$ cat src/rtl/srp16_run_ctrl_pkg.sv
// srp16_run_ctrl_pkg
// Shared encodings for the SRP16 run/step controller: host command opcodes,
// run-termination causes and the 2-bit controller state codes.
// No ports; imported by srp16_run_ctrl and its bench.
package srp16_run_ctrl_pkg;

  // host command opcodes (cmd_op)
  localparam logic [1:0] OP_RUN        = 2'b00;
  localparam logic [1:0] OP_RUN_N      = 2'b01;
  localparam logic [1:0] OP_STEP       = 2'b10;
  localparam logic [1:0] OP_RESET_CORE = 2'b11;

  // run termination causes (done_cause)
  localparam logic [1:0] CAUSE_BUDGET  = 2'b00;
  localparam logic [1:0] CAUSE_HALT    = 2'b01;
  localparam logic [1:0] CAUSE_BP      = 2'b10;
  localparam logic [1:0] CAUSE_STOP    = 2'b11;

  // controller states
  localparam logic [1:0] ST_IDLE       = 2'd0;
  localparam logic [1:0] ST_CORE_RST   = 2'd1;
  localparam logic [1:0] ST_RUN        = 2'd2;
  localparam logic [1:0] ST_DONE       = 2'd3;

endpackage

$ cat src/rtl/srp16_bp_match.sv
// srp16_bp_match
// Combinational PC breakpoint comparator array. Flags a hit when any enabled
// breakpoint address equals the current core PC.
// Ports:
//   pc      in  ADDR_W         core program counter
//   bp_en   in  NUM_BP         per-breakpoint enable
//   bp_addr in  NUM_BP*ADDR_W  breakpoint i at [i*ADDR_W +: ADDR_W]
//   hit     out 1              any enabled breakpoint matches pc
module srp16_bp_match #(
  parameter int NUM_BP = 2,
  parameter int ADDR_W = 16
) (
  input  logic [ADDR_W-1:0]        pc,
  input  logic [NUM_BP-1:0]        bp_en,
  input  logic [NUM_BP*ADDR_W-1:0] bp_addr,
  output logic                     hit
);

  always_comb begin
    hit = 1'b0;
    for (int i = 0; i < NUM_BP; i++) begin
      if (bp_en[i] && (pc == bp_addr[i*ADDR_W +: ADDR_W])) hit = 1'b1;
    end
  end

endmodule

$ cat src/rtl/srp16_run_ctrl.sv
// srp16_run_ctrl
// Run/step controller for the SRP16 core. Sequences core reset, gates the
// core clock enable and runs free or for a cycle budget, stopping on core
// halt, PC breakpoint or external stop.
// Ports:
//   clk, reset             system clock, synchronous active-high reset
//   cmd_valid/ready/op/arg host command handshake (accepted only in IDLE)
//   stop                   external stop request
//   bp_en, bp_addr         breakpoint enables and addresses (live)
//   core_pc, core_halt     core status
//   core_reset, core_ce    core control
//   running                high while running
//   done_valid, done_cause end-of-run pulse and held cause
//   cycle_count            enabled core cycles since last core reset, saturating
//
// state    | meaning
// IDLE     | waiting for a command, cmd_ready high
// CORE_RST | core_reset held for RST_LEN cycles
// RUN      | core enabled unless a stop condition is seen this cycle
// DONE     | one-cycle done_valid pulse
module srp16_run_ctrl
  import srp16_run_ctrl_pkg::*;
#(
  parameter int ADDR_W  = 16,
  parameter int CNT_W   = 32,
  parameter int RST_LEN = 2,
  parameter int NUM_BP  = 2
) (
  input  logic                     clk,
  input  logic                     reset,
  input  logic                     cmd_valid,
  output logic                     cmd_ready,
  input  logic [1:0]               cmd_op,
  input  logic [CNT_W-1:0]         cmd_arg,
  input  logic                     stop,
  input  logic [NUM_BP-1:0]        bp_en,
  input  logic [NUM_BP*ADDR_W-1:0] bp_addr,
  input  logic [ADDR_W-1:0]        core_pc,
  input  logic                     core_halt,
  output logic                     core_reset,
  output logic                     core_ce,
  output logic                     running,
  output logic                     done_valid,
  output logic [1:0]               done_cause,
  output logic [CNT_W-1:0]         cycle_count
);

  localparam int RW = $clog2(RST_LEN + 1);
  localparam logic [RW-1:0] RST_LOAD = RW'(RST_LEN - 1);

  logic [1:0]       state;
  logic [RW-1:0]    rst_cnt;
  logic [CNT_W-1:0] remaining;
  logic             bounded;
  logic             first_cyc;

  logic             bp_raw;
  logic             bp_hit;
  logic             budget_hit;
  logic             any_hit;
  logic [1:0]       hit_cause;

  srp16_bp_match #(
    .NUM_BP (NUM_BP),
    .ADDR_W (ADDR_W)
  ) u_bp_match (
    .pc      (core_pc),
    .bp_en   (bp_en),
    .bp_addr (bp_addr),
    .hit     (bp_raw)
  );

  // Breakpoints are masked on the first run cycle so a run can resume from
  // the PC it last stopped on.
  always_comb begin
    bp_hit     = bp_raw & ~first_cyc;
    budget_hit = bounded & (remaining == '0);
    any_hit    = core_halt | bp_hit | stop | budget_hit;
    hit_cause  = CAUSE_BUDGET;
    if (core_halt)   hit_cause = CAUSE_HALT;
    else if (bp_hit) hit_cause = CAUSE_BP;
    else if (stop)   hit_cause = CAUSE_STOP;
  end

  assign cmd_ready  = (state == ST_IDLE);
  assign core_reset = (state == ST_CORE_RST);
  assign running    = (state == ST_RUN);
  assign done_valid = (state == ST_DONE);
  assign core_ce    = running & ~any_hit;

  always_ff @(posedge clk) begin
    if (reset) begin
      state       <= ST_CORE_RST;
      rst_cnt     <= RST_LOAD;
      remaining   <= '0;
      bounded     <= 1'b0;
      first_cyc   <= 1'b0;
      done_cause  <= CAUSE_BUDGET;
      cycle_count <= '0;
    end else begin
      case (state)
        ST_IDLE: begin
          if (cmd_valid) begin
            case (cmd_op)
              OP_RESET_CORE: begin
                state       <= ST_CORE_RST;
                rst_cnt     <= RST_LOAD;
                cycle_count <= '0;
              end
              OP_RUN: begin
                state     <= ST_RUN;
                bounded   <= 1'b0;
                first_cyc <= 1'b1;
              end
              OP_RUN_N: begin
                if (cmd_arg == '0) begin
                  // empty budget finishes without ever enabling the core
                  state      <= ST_DONE;
                  done_cause <= CAUSE_BUDGET;
                end else begin
                  state     <= ST_RUN;
                  bounded   <= 1'b1;
                  remaining <= cmd_arg;
                  first_cyc <= 1'b1;
                end
              end
              default: begin
                state     <= ST_RUN;
                bounded   <= 1'b1;
                remaining <= CNT_W'(1);
                first_cyc <= 1'b1;
              end
            endcase
          end
        end
        ST_CORE_RST: begin
          if (rst_cnt == '0) state <= ST_IDLE;
          else               rst_cnt <= rst_cnt - RW'(1);
        end
        ST_RUN: begin
          first_cyc <= 1'b0;
          if (any_hit) begin
            state      <= ST_DONE;
            done_cause <= hit_cause;
          end else begin
            if (bounded) remaining <= remaining - CNT_W'(1);
            if (cycle_count != '1) cycle_count <= cycle_count + CNT_W'(1);
          end
        end
        default: state <= ST_IDLE;
      endcase
    end
  end

endmodule
$ cat config.mk
export PLATFORM = sky130hd
export DESIGN_NAME = srp16_run_ctrl
export DESIGN_NICKNAME = d
export VERILOG_FILES = /design/src/rtl/srp16_run_ctrl_pkg.sv /design/src/rtl/srp16_bp_match.sv /design/src/rtl/srp16_run_ctrl.sv
export SDC_FILE = /design/constraint.sdc
export NUM_CORES = 1
export LEC_CHECK = 0
export CORE_UTILIZATION = 30
export DETAILED_ROUTE_END_ITERATION = 16
export REMOVE_ABC_BUFFERS = 1
export SYNTH_ARGS = -nofsm -noshare
export SYNTH_HDL_FRONTEND = slang
export SYNTH_HIERARCHICAL = 1
export SYNTH_SLANG_ARGS = --single-unit
$ cat constraint.sdc
create_clock -name clk -period 2.5 [get_ports clk]
set_input_delay 0.75 -clock clk [delete_from_list [all_inputs] [get_ports clk]]
set_output_delay 0.75 -clock clk [all_outputs]
set_load 0.02 [all_outputs]
Yosys cells after proc, flatten, opt, wreduce, memory -nomap -nowiden:

Index checks and enable logic that the tools add are counted.

* $add $sub $neg: 3
* eq/ne operators: 22
* muxes and demuxes: 36
* reductions and logical operators: 17
* bitwise operators: 9

Operator list (number)
* 2-to-1 mux 32 bit: 8
* one-hot mux 32 bit (2 select lines): 3
* zero test 32 bit: 2
* adder 32 x 1 -> 32 bit (second input constant): 1
* == test 16 bit: 2
* inequality test 32 bit (second input constant): 1
* subtractor 32 x 1 -> 32 bit (second input constant): 1
* 2-to-1 mux 2 bit: 13
* inequality test 2 x 1 -> 1 bit (second input constant): 7
* inequality test 2 bit (second input constant): 6
* one-hot mux 2 bit (2 select lines): 3
* AND reduction 4 bit: 3
* AND reduction 5 bit: 2
* == test 2 bit (second input constant): 3
* zero test 2 bit: 3
* one-hot mux 2 bit (3 select lines): 1
* AND reduction 6 bit: 1
* 2-to-1 mux 1 bit: 5
* == test 2 x 1 -> 1 bit (second input constant): 2
* one-hot mux 1 bit (2 select lines): 2
* nonzero test 2 bit: 2
* bitwise AND 1 bit: 3
* inequality test 3 bit (second input constant): 1
* inverter 1 bit: 3
* 6 further kinds: 9

* logic and storage cells: 94
* register bits after elaboration: 72
* bits of input ports: 89

Logic depth before layout (Yosys ltp):

Gate-level depths: netlist of run 1.

* word-level depth: 10
* depth in mapped cells: 13

Hierarchy:

Netlist of run 1, hierarchy kept.

By module, submodules not included
* srp16_run_ctrl: instances 1, area an instance 4504.3 sq um, cells an instance 586
* srp16_bp_match: instances 1, area an instance 360.3 sq um, cells an instance 45

Least setup slack after synthesis of run 1:

Ideal clock, no wire load.

* path kind: input to output
* start: input port bp_addr[3]
* end: output port core_ce
* path buffers: 0
* arrival time: 2047 ps
* slack: -297 ps
* data required time: 1750 ps
* stages on the path: 8
* path through: xor2_1 > nor4_2 > nand4_1 > o22ai_1 > nand2b_1 > nand2b_1 > or3_1 > a31oi_1

* word-level cells in the longest chain between the ends: 10

Ends and longest elaborated chain
* start: declaration: line srp16_run_ctrl.sv:37 `input logic [NUM_BP*ADDR_W-1:0] bp_addr,`
* == test 16 bit: line srp16_bp_match.sv:22 `if (bp_en[i] && (pc == bp_addr[i*ADDR_W +: ADDR_W])) hit = 1'b1;`
* logical AND 1 bit: line srp16_bp_match.sv:22
* 2-to-1 mux 1 bit (2 in series): line srp16_bp_match.sv:22
* named net bp_raw: line srp16_run_ctrl.sv:57 `logic bp_raw;`
* bitwise AND 1 bit: line srp16_run_ctrl.sv:76 `bp_hit = bp_raw & ~first_cyc;`
* bitwise OR 1 bit (3 in series): line srp16_run_ctrl.sv:78 `any_hit = core_halt | bp_hit | stop | budget_hit;`
* inverter 1 bit: line srp16_run_ctrl.sv:89 `assign core_ce = running & ~any_hit;`
* bitwise AND 1 bit: line srp16_run_ctrl.sv:89
* end: declaration: line srp16_run_ctrl.sv:41 `output logic core_ce,`

The timed path passes the listed nets, and every way through them passes these cells.

Worst setup path after layout of run 1:

* start: register remaining[1]
* end: output port core_ce

* word-level cells in the longest chain between the ends: 5

Ends and longest elaborated chain
* start: declaration: line srp16_run_ctrl.sv:53 `logic [CNT_W-1:0] remaining;`
* start signal: assignment: line srp16_run_ctrl.sv:123 `remaining <= cmd_arg;`
* start signal: assignment: line srp16_run_ctrl.sv:146 `if (bounded) remaining <= remaining - CNT_W'(1);`
* zero test 32 bit: line srp16_run_ctrl.sv:77 `budget_hit = bounded & (remaining == '0);`
* bitwise AND 1 bit: line srp16_run_ctrl.sv:77
* bitwise OR 1 bit: line srp16_run_ctrl.sv:78
* inverter 1 bit: line srp16_run_ctrl.sv:89
* bitwise AND 1 bit: line srp16_run_ctrl.sv:89

No other way between the ends.

==> impl_results.md, run 1 <==
- Outcome: complete, but fails checks
- Failing checks: setup timing
- Synth top area cells: dfxtp_1 30%, xor2_1 5.8%, nand2_1 4.4%
- Ant diodes: 0
- Sw frac: 0.3441
- Post-synth EDFFs: 0
- DR WL/cell: 18.45 um
- Peak supply drop: 0.0003721 V
- Hold path endpoint: remaining[23]$_SDFFE_PP0P_
- CP max FO: 2
- Synth warnings: 6
- Area growth from synthesis to layout: 88.45%
- Sw power: 0.001580 W
- Synth Area per Inst: 7.709 um2
- Netlist cell types: 63
- Data required, critical path: 1.75 ns
- # rows: 46
- Vias in the first global route: 6202
- Crit path launch type: register
- Pin count of the biggest net entering global routing: 57
- Worst slew pin tran: 0.5920 ns
- I/O pins: 128
- Clock-pin slew on the worst setup and hold paths: 0.06 ns
- Clock tree sinks: 72
- Post-Syn Instances: 631
- R2R setup slack: -0.20 ns
- ANT nets after route: 0
- Mapped cell area: 4865 um2
- Final Cell Area: 9168 um2
- Most common library cells after synthesis: 72 x dfxtp_1, 57 x nand2_1, 47 x nor2_1
- Final Cycle Share: 1.163
- Die Ht: 129.3 um
- Post-synth ARST share: 0
- Sequential area share after synthesis: 0.2963
- Worst EP arrival: 2.16 ns
- Final hold vios: 0
- Pwr Density: 500.9 nW/um2
- Iteration-0 DRC Markers: 424
- Core Region: 15890 um2
- Cell Area, Placed: 7312 um2
- Worst-case reg-to-reg path depth: 12
- HP Start: remaining[23]$_SDFFE_PP0P_
- Final WL: 20.59 mm
- Ys flop type: dfxtp_1
- CTS Buffer Depth: 2
- Fin cells: 1116
- Final setup margin: -0.4077 ns
- Slew Viols, Final: 0
- # setup viols final: 58
- Clock power frac: 0.306
- Number of CTS-inserted buffers: 9
- Worst r2r src: remaining[1]$_SDFFE_PP0P_
- Hold path depth: 2
- Layout cells sized above 1: 0.4644
- DRC Markers: 0
- Leakage: 3.586 nW
- Nets: 990
- FF+latch count, synth: 72
- Via count: 6298
- Worst-Skew Late Latency: 0.34 ns
- Initial Utilization: 0.3062
- H-tree levels: 3
- Die width: 129.3 um
- Top-count cell post-synth: dfxtp_1
- Highest Clock Rate: 343.9 MHz
- RSZ-0062 raised after global routing: yes
- Gpl congestion: 0.9095
- Vias per inst: 5.643
- Placed insts: 1068
- Slew HR: 0.6053
- GRT Util Overall: 0.2400
- Die ar.: 16730 um2
- Gate power share: 0.424
- Worst Setup End Kind: output port
- Drt pass-1 iters: 5
- R2R Path End: cycle_count[18]$_SDFFE_PP0P_
- Maximum Capacitance Violations: 0
- Global route overflow: 0
- Root buffer cell: clkbuf_16
- Global-route wire length before repair: 31.44 mm
- Hold slack: 0.4649 ns
- Synth area leader: dfxtp_1
- Int Power: 0.003012 W
- Synth top area share: 0.2963
- Setup Skew: 0.004737 ns
- # port buffers: 127
- Initial antenna violation count: 0
- Worst hold-check path type: reg2reg
- CTS tree: built
- Min cycle time layout: 2.908 ns
- DP Wirelength: 12.99 mm
- CP Class: reg2out
- Sequential share of power: 0.270
- Fin util: 0.5771
metrics by stage:
| step | setup TNS [ns] | power [W] | setup WS, ns |
|---|---|---|---|
| global route | -14.70 | 0.004771 | -0.4878 |
| finish | -8.089 | 0.004592 | -0.4077 |
| floorplan | -120.03 | 0.001976 | -2.513 |
| global placement | -56.46 | 0.002760 | -1.272 |
| CTS | -4.307 | 0.004402 | -0.4221 |
| detailed placement | -59.11 | 0.002790 | -1.408 |
worst max path at each step:
stage	from	endpoint	slack, ns	cells past startpoint
floorplan	state[0]$_SDFFE_PP1P_	remaining[29]$_SDFFE_PP0P_	-2.51	7
global placement	core_pc[5]	core_ce	-1.27	10
CTS	core_pc[0]	core_ce	-0.42	10
finish	remaining[1]$_SDFFE_PP0P_	core_ce	-0.41	9
global route	remaining[1]$_SDFFE_PP0P_	core_ce	-0.49	9
detailed placement	core_pc[5]	core_ce	-1.41	10
placed cells by master, fill, tap and decap left out, types with 14 or more instances in the layout:
| cell | count |
|---|---|
| a21oi_1 | 20 |
| a21oi_2 | 40 |
| buf_12 | 14 |
| buf_2 | 28 |
| buf_4 | 124 |
| buf_6 | 30 |
| clkdlybuf4s50_1 | 50 |
| dfxtp_1 | 71 |
| dlygate4sd2_1 | 17 |
| nand2_1 | 45 |
| nand3_1 | 26 |
| nand4_1 | 20 |
| nor2_1 | 42 |
| nor3_1 | 23 |
| nor4_1 | 15 |
| o21ai_2 | 14 |
| or4_4 | 23 |
| xor2_1 | 20 |
final cells by class:
class | count | area (um2)
Sequential cell | 72 | 1443
Clock inverter | 3 | 65.06
Inverter | 14 | 52.55
Fill cell | 1332 | 6718
Tap cell | 216 | 270.3
Clock buffer | 13 | 250.2
Multi-Input combinational cell | 506 | 4212
Timing Repair Buffer | 292 | 2875
routing by layer:
layer / track usage / share of wire / vias to the layer above
li1: - / - / 2927
met1: 0.2856 / 0.40 / 3046
met2: 0.4260 / 0.51 / 259
met3: 0.03881 / 0.058 / 66
met4: 0.1017 / 0.037 / 0
met5: 0 / 0 / -
state kept, by name, summed over array words and instances, names as in the netlist:
signal and flops:
remaining 32, done_cause 2, first_cyc 1, bounded 1, state 2, rst_cnt 2, cycle_count 32
worst max-delay path, stage by stage, from the launching register on:
cell,delay (ns)
dfxtp_2,0.32
inv_2,0.07
ha_4,0.14
nor4b_1,0.36
buf_4,0.19
nand4_1,0.15
nor2_1,0.17
buf_4,0.16
a31oi_4,0.10
buf_6,0.15
power groups by stage:
stage | sequential [W] | clock, W | combinational (W)
4_1_cts | 0.00124 | 0.00141 | 0.00175
3_5_place_dp | 0.00126 | 0 | 0.00153
2_1_floorplan | 0.00128 | 0 | 0.000695
5_1_grt | 0.00124 | 0.00146 | 0.00206
3_3_place_gp | 0.00126 | 0 | 0.00150
6_report | 0.00124 | 0.00140 | 0.00195
logic make-up (layout without fill, tap and decap cells):
family / Yosys count / after routing / synth area share
AO/OA/AOI/OAI: 173 / 173 / 0.2407
XOR/XNOR: 37 / 37 / 0.06662
adder cells (fa/ha/maj): 6 / 6 / 0.01543
buffers and inverters: 53 / 322 / 0.05478
flip-flops: 72 / 72 / 0.2963
multiplexers: 3 / 3 / 0.006430
AND/OR/NAND/NOR: 287 / 287 / 0.3197
what timing repair did:
action                                  in CTS  in global routing
endpoints found under the setup margin      71                 69
pin swaps                                   97                 56
gates resized for setup                    362                133
cloned                                      11                  1
hold buffers                                 0                  0
buffers inserted                            20                  6
(Power assumes the default switching activity.)
==> run 2: changes to the inputs <==
Settings changed: CORE_UTILIZATION 30 to 45, PLACE_DENSITY from default to 0.78.
==> run 2 against run 1 <==
  * Worst hold slack better by 0.031 ns
  * Sequential cell count unchanged
  * Die area down 33%
  * Power down 10%
  * Register-to-register slack worse by 0.08 ns
  * The run still ends with setup timing left
  * Sequential power about the same
  * Clock skew up 0.0071 ns
==> impl_results.md, run 2 (synthesis results as in run 1) <==
- Drt pass-1 iters: 6
- Top flop regs: cycle_count (32), remaining (32)
- Vias in the first global route: 6380
- Die Ht: 106.0 um
- Final WL: 22.93 mm
- Worst slew pin tran: 0.6018 ns
- Die ar.: 11230 um2
- CP max FO: 2
- Leakage: 3.339 nW
- Fin util: 0.8261
- Cts hold-fix bufs: 0
- Number of CTS-inserted buffers: 9
- Layout cells sized above 1: 0.4298
- DP Wirelength: 12.89 mm
- Most common cell after layout, fill and taps aside: buf_4
- Worst EP arrival: 2.14 ns
- Cell Area, Placed: 7147 um2
- CTS Buffer Depth: 2
- CP Class: reg2out
- Final hold vios: 0
- I/O pins: 128
- # setup viols final: 61
- DRC Markers: 0
- GRT Util Overall: 0.3418
- Initial antenna violation count: 0
- Iteration-0 DRC Markers: 669
- Area growth from synthesis to layout: 76.88%
- CTS tree: built
- Min cycle time layout: 2.890 ns
- Data required, critical path: 1.75 ns
- Gpl congestion: 0.9333
- Worst hold-check path type: reg2reg
- Die width: 106.0 um
- # port buffers: 127
- Global-route wire length before repair: 30.61 mm
- Peak supply drop: 0.0003277 V
- Worst Setup End Kind: output port
- Nets: 995
- Vias per inst: 6.443
- # rows: 37
- R2R setup slack: -0.28 ns
- Post-route setup TNS: -8.074 ns
- Worst-Skew Late Latency: 0.38 ns
- Commonest cells after routing, fill and taps aside: 137 x buf_4, 70 x dfxtp_1, 56 x nand2_1
- Via count: 6707
- Outcome: complete, but fails checks
- Crit path launch type: register
- Initial Utilization: 0.4670
- Final setup margin: -0.3902 ns
- RSZ-0062 raised after global routing: yes
- Slew HR: 0.5988
- Final Cycle Share: 1.156
- Pwr Density: 477.9 nW/um2
- DR WL/cell: 22.03 um
- H-tree levels: 3
- Clock tree sinks: 72
- Final Cell Area: 8605 um2
- Global route overflow: 0
- Pin count of the biggest net entering global routing: 57
- Maximum Capacitance Violations: 0
- Hold slack: 0.4956 ns
- Slew Viols, Final: 0
- Setup Skew: 0.01188 ns
- Clock-pin slew on the worst setup and hold paths: 0.08 ns
- Number of fill cells: 587
- Root buffer cell: clkbuf_8
- Failing checks: setup timing
- ANT nets after route: 0
- Ant diodes: 0
- Overall power: 0.004112 W
- Highest Clock Rate: 346.0 MHz
- Core Region: 10420 um2
-- run 2: cell types whose count changed in the layout (fill, tap and decap cells not counted), moves of 6 or more --
| cell | before | now |
|---|---|---|
| nand2_4 | 9 | 0 |
| nand2_1 | 45 | 56 |
| buf_12 | 14 | 7 |
| clkbuf_16 | 10 | 4 |
| clkbuf_8 | 1 | 9 |
| o21ai_2 | 14 | 7 |
| buf_6 | 30 | 21 |
| a21oi_1 | 20 | 32 |
| buf_4 | 124 | 137 |
| a21oi_2 | 40 | 28 |
| o21ai_1 | 5 | 13 |
-- run 2: what timing repair did --
action | in CTS | in global routing
setup endpoints to repair | 71 | 69
gates cloned | 5 | 7
resized for setup | 297 | 135
setup buffers | 16 | 18
pin swaps | 97 | 41
-- run 2: per-stage QoR --
step	setup WS (ns)	cells
finish	-0.3902	1041
global route	-0.5363	1041
CTS	-0.4598	1019
detailed placement	-1.375	986
global placement	-1.227	986
floorplan	-2.513	592
-- run 2: critical path: stages, from the launching register on --
cell,delay (ns)
dfxtp_2,0.33
inv_2,0.08
ha_4,0.14
nor4b_1,0.27
buf_4,0.18
nand4_1,0.14
nor2_1,0.20
buf_4,0.17
a31oi_4,0.10
buf_6,0.15
-- run 2: path summary, 6_finish.rpt --
check	endpoint	start	cells past startpoint
worst max-delay path	core_ce	remaining[1]$_SDFFE_PP0P_	9
worst min-delay path	remaining[18]$_SDFFE_PP0P_	remaining[18]$_SDFFE_PP0P_	2
worst max register to register	cycle_count[24]$_SDFFE_PP0P_	remaining[1]$_SDFFE_PP0P_	13
worst min register to register	remaining[18]$_SDFFE_PP0P_	remaining[18]$_SDFFE_PP0P_	2
-- run 2: area by class of cell --
| class | count | area (um2) | area share |
|---|---|---|---|
| clock inverter | 7 | 71.32 | 0.008289 |
| timing repair buffer | 297 | 2749 | 0.3195 |
| inverter | 14 | 52.55 | 0.006107 |
| sequential | 72 | 1444 | 0.1678 |
| clock buffer | 9 | 123.9 | 0.01440 |
| tap | 136 | 170.2 | 0.01978 |
| multi-input combinational | 506 | 3994 | 0.4642 |
-- run 2: metal layers --
metal / wire length, um / up-vias / track usage
met1: 8075 / 3106 / 0.3882
li1: - / 2934 / -
met2: 11420 / 516 / 0.5962
met5: 0 / - / 0
met4: 1438 / 0 / 0.2073
met3: 1997 / 151 / 0.06009
-- run 2: power breakdown --
part           internal, W  switching, W
Combinational     0.000847       0.00105
Sequential         0.00120     0.0000376
Clock             0.000461      0.000516
